$ cat config.mk
export PLATFORM = sky130hd
export DESIGN_NAME = pipe_stage_skid
export DESIGN_NICKNAME = d
export VERILOG_FILES = /design/src/rtl/pipe_stage_skid_pkg.sv /design/src/rtl/pipe_stage_skid_sat_counter.sv /design/src/rtl/pipe_stage_skid.sv
export SDC_FILE = /design/constraint.sdc
export NUM_CORES = 1
export LEC_CHECK = 0
export ABC_AREA = 1
export CAP_MARGIN = 5
export CELL_PAD_IN_SITES_DETAIL_PLACEMENT = 2
export CELL_PAD_IN_SITES_GLOBAL_PLACEMENT = 2
export CORE_MARGIN = 4
export CORE_UTILIZATION = 33
export CTS_BUF_LIST = sky130_fd_sc_hd__clkbuf_4
export DETAILED_ROUTE_END_ITERATION = 16
export HOLD_SLACK_MARGIN = 0.02
export PLACE_DENSITY_LB_ADDON = 0.05
export SYNTH_ARGS = -nofsm -noshare
export SYNTH_HDL_FRONTEND = slang
export SYNTH_HIERARCHICAL = 1
export SYNTH_SLANG_ARGS = --single-unit
export TNS_END_PERCENT = 5
$ cat constraint.sdc
create_clock -name clk_i -period 6 [get_ports clk_i]
set_input_delay 0.9 -clock clk_i [delete_from_list [all_inputs] [get_ports clk_i]]
set_output_delay 0.9 -clock clk_i [all_outputs]
set_load 0.01 [all_outputs]
$ cat src/rtl/pipe_stage_skid_pkg.sv
// Shared pipeline-stage definitions: default widths, NOP encoding, entry layout, occupancy states.
package pipe_stage_skid_pkg;

    localparam int unsigned PIPE_ADDR_W = 32;
    localparam int unsigned PIPE_DATA_W = 32;
    localparam int unsigned PIPE_CNT_W  = 16;

    // Payload presented downstream while the stage holds nothing valid.
    localparam logic [PIPE_DATA_W-1:0] PIPE_NOP = '0;

    // One held stage entry at the default widths.
    typedef struct packed {
        logic [PIPE_ADDR_W-1:0] addr;
        logic [PIPE_DATA_W-1:0] data;
        logic                   valid;
    } stage_entry_t;

    // Occupancy states; the encoding is the number of held entries.
    typedef enum logic [1:0] {
        ST_EMPTY = 2'd0,
        ST_ONE   = 2'd1,
        ST_FULL  = 2'd2
    } occ_state_e;

endpackage

$ cat src/rtl/pipe_stage_skid_sat_counter.sv
// Saturating event counter with a synchronous clear that wins over increment.
module sat_counter #(
    parameter int unsigned CNT_W = 16
) (
    input  logic             clk_i,
    input  logic             rst_i,
    input  logic             inc_i,
    input  logic             clr_i,
    output logic [CNT_W-1:0] value_o
);

    logic [CNT_W-1:0] cnt_q;

    // Count events, stick at all-ones, clear on request.
    always_ff @(posedge clk_i or posedge rst_i) begin
        if (rst_i) begin
            cnt_q <= '0;
        end else if (clr_i) begin
            cnt_q <= '0;
        end else if (inc_i && (cnt_q != {CNT_W{1'b1}})) begin
            cnt_q <= cnt_q + CNT_W'(1);
        end
    end

    assign value_o = cnt_q;

endmodule

$ cat src/rtl/pipe_stage_skid.sv
// Generic pipeline-stage register with valid/ready handshake, two-entry skid,
// flush-to-bubble, external stall and saturating stall/flush counters.
module pipe_stage_skid
    import pipe_stage_skid_pkg::*;
#(
    parameter int unsigned      ADDR_W    = PIPE_ADDR_W,
    parameter int unsigned      DATA_W    = PIPE_DATA_W,
    parameter logic [DATA_W-1:0] NOP_VALUE = DATA_W'(PIPE_NOP),
    parameter int unsigned      CNT_W     = PIPE_CNT_W
) (
    input  logic              clk_i,
    input  logic              rst_i,
    input  logic              flush_i,
    input  logic              stall_i,
    input  logic              clr_cnt_i,
    input  logic              in_valid_i,
    output logic              in_ready_o,
    input  logic [ADDR_W-1:0] in_addr_i,
    input  logic [DATA_W-1:0] in_data_i,
    output logic              out_valid_o,
    input  logic              out_ready_i,
    output logic [ADDR_W-1:0] out_addr_o,
    output logic [DATA_W-1:0] out_data_o,
    output logic [1:0]        occupancy_o,
    output logic [CNT_W-1:0]  stall_cnt_o,
    output logic [CNT_W-1:0]  flush_cnt_o
);

    typedef struct packed {
        logic [ADDR_W-1:0] addr;
        logic [DATA_W-1:0] data;
        logic              valid;
    } entry_t;

    occ_state_e state_q;
    entry_t     m_q;
    entry_t     s_q;
    entry_t     in_entry_c;
    logic       in_go_c;
    logic       out_go_c;
    logic       stall_inc_c;
    logic       flush_inc_c;

    // Handshake qualifiers; ready depends on state only.
    assign in_ready_o  = ~s_q.valid;
    assign in_go_c     = in_valid_i & in_ready_o;
    assign out_go_c    = m_q.valid & out_ready_i & ~stall_i;
    assign in_entry_c  = {in_addr_i, in_data_i, 1'b1};

    // Occupancy FSM moving entries between input, skid and main registers.
    always_ff @(posedge clk_i or posedge rst_i) begin
        if (rst_i) begin
            state_q <= ST_EMPTY;
            m_q     <= '0;
            s_q     <= '0;
        end else if (flush_i) begin
            state_q     <= ST_EMPTY;
            m_q.valid   <= 1'b0;
            s_q.valid   <= 1'b0;
        end else begin
            case (state_q)
                ST_EMPTY: begin
                    if (in_go_c) begin
                        m_q     <= in_entry_c;
                        state_q <= ST_ONE;
                    end
                end
                ST_ONE: begin
                    if (in_go_c && out_go_c) begin
                        m_q <= in_entry_c;
                    end else if (out_go_c) begin
                        m_q.valid <= 1'b0;
                        state_q   <= ST_EMPTY;
                    end else if (in_go_c) begin
                        s_q     <= in_entry_c;
                        state_q <= ST_FULL;
                    end
                end
                ST_FULL: begin
                    if (out_go_c) begin
                        m_q       <= s_q;
                        s_q.valid <= 1'b0;
                        state_q   <= ST_ONE;
                    end
                end
                default: begin
                    m_q.valid <= 1'b0;
                    s_q.valid <= 1'b0;
                    state_q   <= ST_EMPTY;
                end
            endcase
        end
    end

    // Output view of the main register; invalid slots show the NOP payload.
    assign out_valid_o = m_q.valid;
    assign out_addr_o  = m_q.addr;
    assign out_data_o  = m_q.valid ? m_q.data : NOP_VALUE;
    assign occupancy_o = state_q;

    // Performance events: blocked valid output, and flushes that discard something.
    assign stall_inc_c = m_q.valid & ~out_go_c & ~flush_i;
    assign flush_inc_c = flush_i & (m_q.valid | s_q.valid);

    sat_counter #(.CNT_W(CNT_W)) u_stall_cnt (
        .clk_i   (clk_i),
        .rst_i   (rst_i),
        .inc_i   (stall_inc_c),
        .clr_i   (clr_cnt_i),
        .value_o (stall_cnt_o)
    );

    sat_counter #(.CNT_W(CNT_W)) u_flush_cnt (
        .clk_i   (clk_i),
        .rst_i   (rst_i),
        .inc_i   (flush_inc_c),
        .clr_i   (clr_cnt_i),
        .value_o (flush_cnt_o)
    );

endmodule
==> results.md <==
Finish:
- Leaving out fill and tap cells, the most frequent cells in the layout are nand2_1, clkdlybuf4s50_1, dfrtp_1.
- Cells with a size suffix above 1 make up 12.4% of the layout.
- After the last flow step, the layout net total stands at 1,277.
- The layout-stage area growth over the synthesis result is 21.8%.
- The commonest non-fill, non-tap cell in the layout is nand2_1.
- The utilization after layout is 40.8%.

Floorplan:
- The area of the die is 29,100 sq um.
- The number of rows created at floorplan is 59.
- The effective utilization at floorplan is 33.5%.
- The core footprint is 26,100 sq um.
- 171 I/O pins were placed.
- From left edge to right edge, the die measures 171 um.
- In this run the vertical extent of the chip is 171 um.

Setup path:
- The buffer and inverter count on the worst path is 3.
- The required time reported for the critical path endpoint is 5.10 ns.
- Along the worst path, the maximum fanout reaches 34.
- The worst setup path is launched from a flip-flop.
- The cell family with the largest share of critical-path delay is buffers and inverters.
- The slowest stage of the critical path is the clkdlybuf4s50_1 cell.
- For this run, the slowest stage of the critical path takes 0.55 ns.
- The critical path arrival is 2.20 ns.
- The setup path with the least slack is of type flip-flop to output port.
- The critical path goes through buf_4 -> nand2_1 -> inv_1 -> clkdlybuf4s50_1.
- The capturing element type of the critical path is an output port.

Power:
- The switching power share of the total is 38.8%.
- The clock network burns 17.8% of the power.
- Across the VDD grid, the largest voltage drop is 0.000154 V.
- For this design the static power due to leakage is 5.05 nW.
- The combinational share of power is 37.6%.
- The cell-internal power is 2.35 mW.
- The share of total power in sequential cells is 44.6%.
- For this design the ratio of total power to cell area is 362 nW/um^2.
- The net switching power of the design is 1.49 mW.

Drt:
- The detailed router finished its first iteration with 296 violations.
- Before antenna repair, the detailed router went through 4 iterations.
- For this block, the via count after detailed routing is 7,363.
- The sum of met3 wire segment lengths after detailed routing is 911 um.
- The remaining design rule violation count is 0.
- The uppermost metal layer occupied by signal nets is met5.
- After detailed routing, the wire length on met1 is 11,900 um.
- The total wirelength of the detailed-routed design is 24,600 um.
- In the final routed layout, each cell accounts on average for 15.9 um.
- The residual antenna-violating net count after detailed routing is 0.
- The detail-routed via count per cell is 4.74.
- The detailed-routed wire length on met2 is 11,700 um.

Worst hold path:
- The tightest min-delay check is of the flip-flop to flip-flop type.

Synth:
- Among all flip-flop cells after synthesis, the most frequent one is dfrtp_1.
- Yosys mapped a number of flops with a built-in enable equal to 0.
- Summing every instance area after synthesis gives 8720 sq um.
- The total number of yosys warnings is 6.
- The synthesized design spends more area on one cell type than any other, namely dfrtp_1.
- Counting every instance in the synthesized netlist gives 1,094.
- In this run the mean area of a mapped cell was 7.97 sq um.
- After synthesis the netlist holds a flip-flop and latch count of 164.
- The net count after synthesis is 1,167.
- The post-synthesis async set-or-reset flop share is 100%.
- In the post-synthesis netlist, the biggest area contributors are dfrtp_1, nand2_1, a21oi_2.
- The area share of the largest cell type after synthesis is 47.1%.
- The post-synthesis sequential area ratio is 47.1%.
- The number of distinct standard cells referenced by the synthesized netlist is 31.

Timing:
- Based on the critical path, the design can be clocked at up to 323 MHz.
- The transition time of the tightest slew-check pin is 0.980 ns.
- The post-route minimum period is 3.10 ns.
- The clock skew after layout is 0.0324 ns.
- Of the available clock period, the critical path in the final layout requires 51.6%.
- Setup total negative slack on the finished layout was measured at 0 ns.
- Setup violations remaining at the end of the flow were counted as 0.
- The total count of max-transition violations in the final report was 0.
- Setup repair after global routing left no endpoint under its margin.
- The total count of hold-check failures in the final report is 0.
- The headroom to the max-slew limit is 34.7%.

Clocking:
- After clock tree synthesis, the clock-pin slew on the worst setup and hold paths is 0.17 ns.
- After clock tree synthesis, the repair step resized 0 gates.
- The CTS sink count is 164.
- The clock tree from TritonCTS is built.
- The H-tree generated during clock tree synthesis spans 4 levels.
- In this run the clock root is driven by a clkbuf_4.
- The number of CTS-inserted buffers is 17.
- For this design, the CTS-stage hold fixing added 0 buffers.
- For the worst-skew pair, the clock arrives at the later sink with an insertion delay of 0.59 ns.
- The buffers inserted during post-CTS setup optimization is 0.
- The buffer levels on the longest clock path is 2.

Job:
- Across the run, the number of max-cap violations was 0.

Global routing:
- The total routing usage reported by global routing is 17.6%.
- Entering global routing, the biggest net connects 99 pins.
- The initial antenna violation count is 2.
- The total overflow reported by the global router is 0.
- The first global-routing pass estimated 41,300 um of wire.
- The number of global-route vias before repair is 7,811.

Placement:
- The congestion estimate from routability-driven global placement came to 0.774.
- The final HPWL from detailed placement is 17,000 um.
- The total of buffers placed on input and output ports is 170.

Outcome:
- The run finished with clean final reports.
==> routing by layer <==
layer	track usage (%)	vias up
met2	29.1	112
met1	24.2	3618
met3	3.60	18
li1	-	3613
met4	3.65	2
met5	0	-
==> registers in the layout, summed over array words and instances, names as in the netlist <==
signal,count
m_q,32
u_flush_cnt/value_o,16
out_valid_o,1
out_addr_o,32
occupancy_o,2
u_stall_cnt/value_o,16
s_q,65
==> worst paths after layout <==
kind / from / to / slack [ns] / cells after the start
setup / recovery: out_valid_o / out_data_o[0] / 2.90 / 4
hold / removal: m_q[20] / m_q[20] / 0.51 / 2
setup reg to reg: occupancy_o[0] / out_addr_o[20] / 3.11 / 7
hold reg to reg: m_q[20] / m_q[20] / 0.51 / 2
max in group asynchronous: rst_i / s_q[61] / 3.98 / 3
min in group asynchronous: rst_i / u_flush_cnt/value_o[6] / 0.90 / 2
==> cell families (layout without fill, tap and decap cells) <==
logic type / count (synthesis) / count (layout) / synth area share (%)
simple gates: 489 / 489 / 24.6
buf+inv: 226 / 349 / 12.8
compound gates: 205 / 205 / 14.5
flops: 164 / 164 / 47.1
xor+xnor: 7 / 7 / 0.703
fa+ha+maj: 2 / 2 / 0.287
mux: 1 / 1 / 0.115
other cells: 0 / 1 / 0
==> Yosys cell counts, types with 4 or more instances <==
master / n
buf_6: 13
o21ai_1: 71
nor2_1: 74
nand3_1: 29
o21ai_0: 66
nand2_2: 5
nor2_2: 31
clkbuf_1: 12
inv_1: 137
nand3b_1: 4
o21a_1: 4
a21oi_2: 60
xor2_1: 4
nor2_4: 9
dfrtp_1: 164
buf_4: 38
nand4_1: 22
nand2_1: 308
buf_2: 19
==> power groups by stage <==
stage / logic [mW] / registers [mW] / clock network [mW]
2_1_floorplan: 1.03 / 1.67 / 0
3_3_place_gp: 1.42 / 1.73 / 0
3_5_place_dp: 1.48 / 1.74 / 0
4_1_cts: 1.49 / 1.72 / 0.726
5_1_grt: 1.64 / 1.77 / 0.772
6_report: 1.44 / 1.71 / 0.686
==> tightest hold or removal path: stages, from the launching register on <==
cell and delay, ns:
dfrtp_1 0.38, nand2_1 0.05, o21ai_1 0.06
==> through the flow <==
stage | hold WS (ns) | setup WS [ns] | total power [mW] | cells | cell area [sq um]
6_report | 0.510 | 2.90 | 3.84 | 1553 | 10600
5_1_grt | 0.547 | 2.63 | 4.18 | 1553 | 10600
4_1_cts | 0.517 | 2.78 | 3.93 | 1552 | 10600
3_5_place_dp | 0.479 | 2.28 | 3.22 | 1520 | 10300
3_3_place_gp | 0.472 | 2.33 | 3.15 | 1520 | 10300
2_1_floorplan | 0.459 | 1.57 | 2.71 | 1094 | 8720
==> layout make-up <==
class,instances,area (sq um)
flip-flops and latches,164,4100
clock buffers,17,128
well taps,335,419
inverters,142,538
multi-input cells,704,3530
diodes,1,2.50
repair buffers,175,1740
fillers,3004,15400
clock inverters,15,161
No activity file was read; power rests on OpenSTA's default activity.
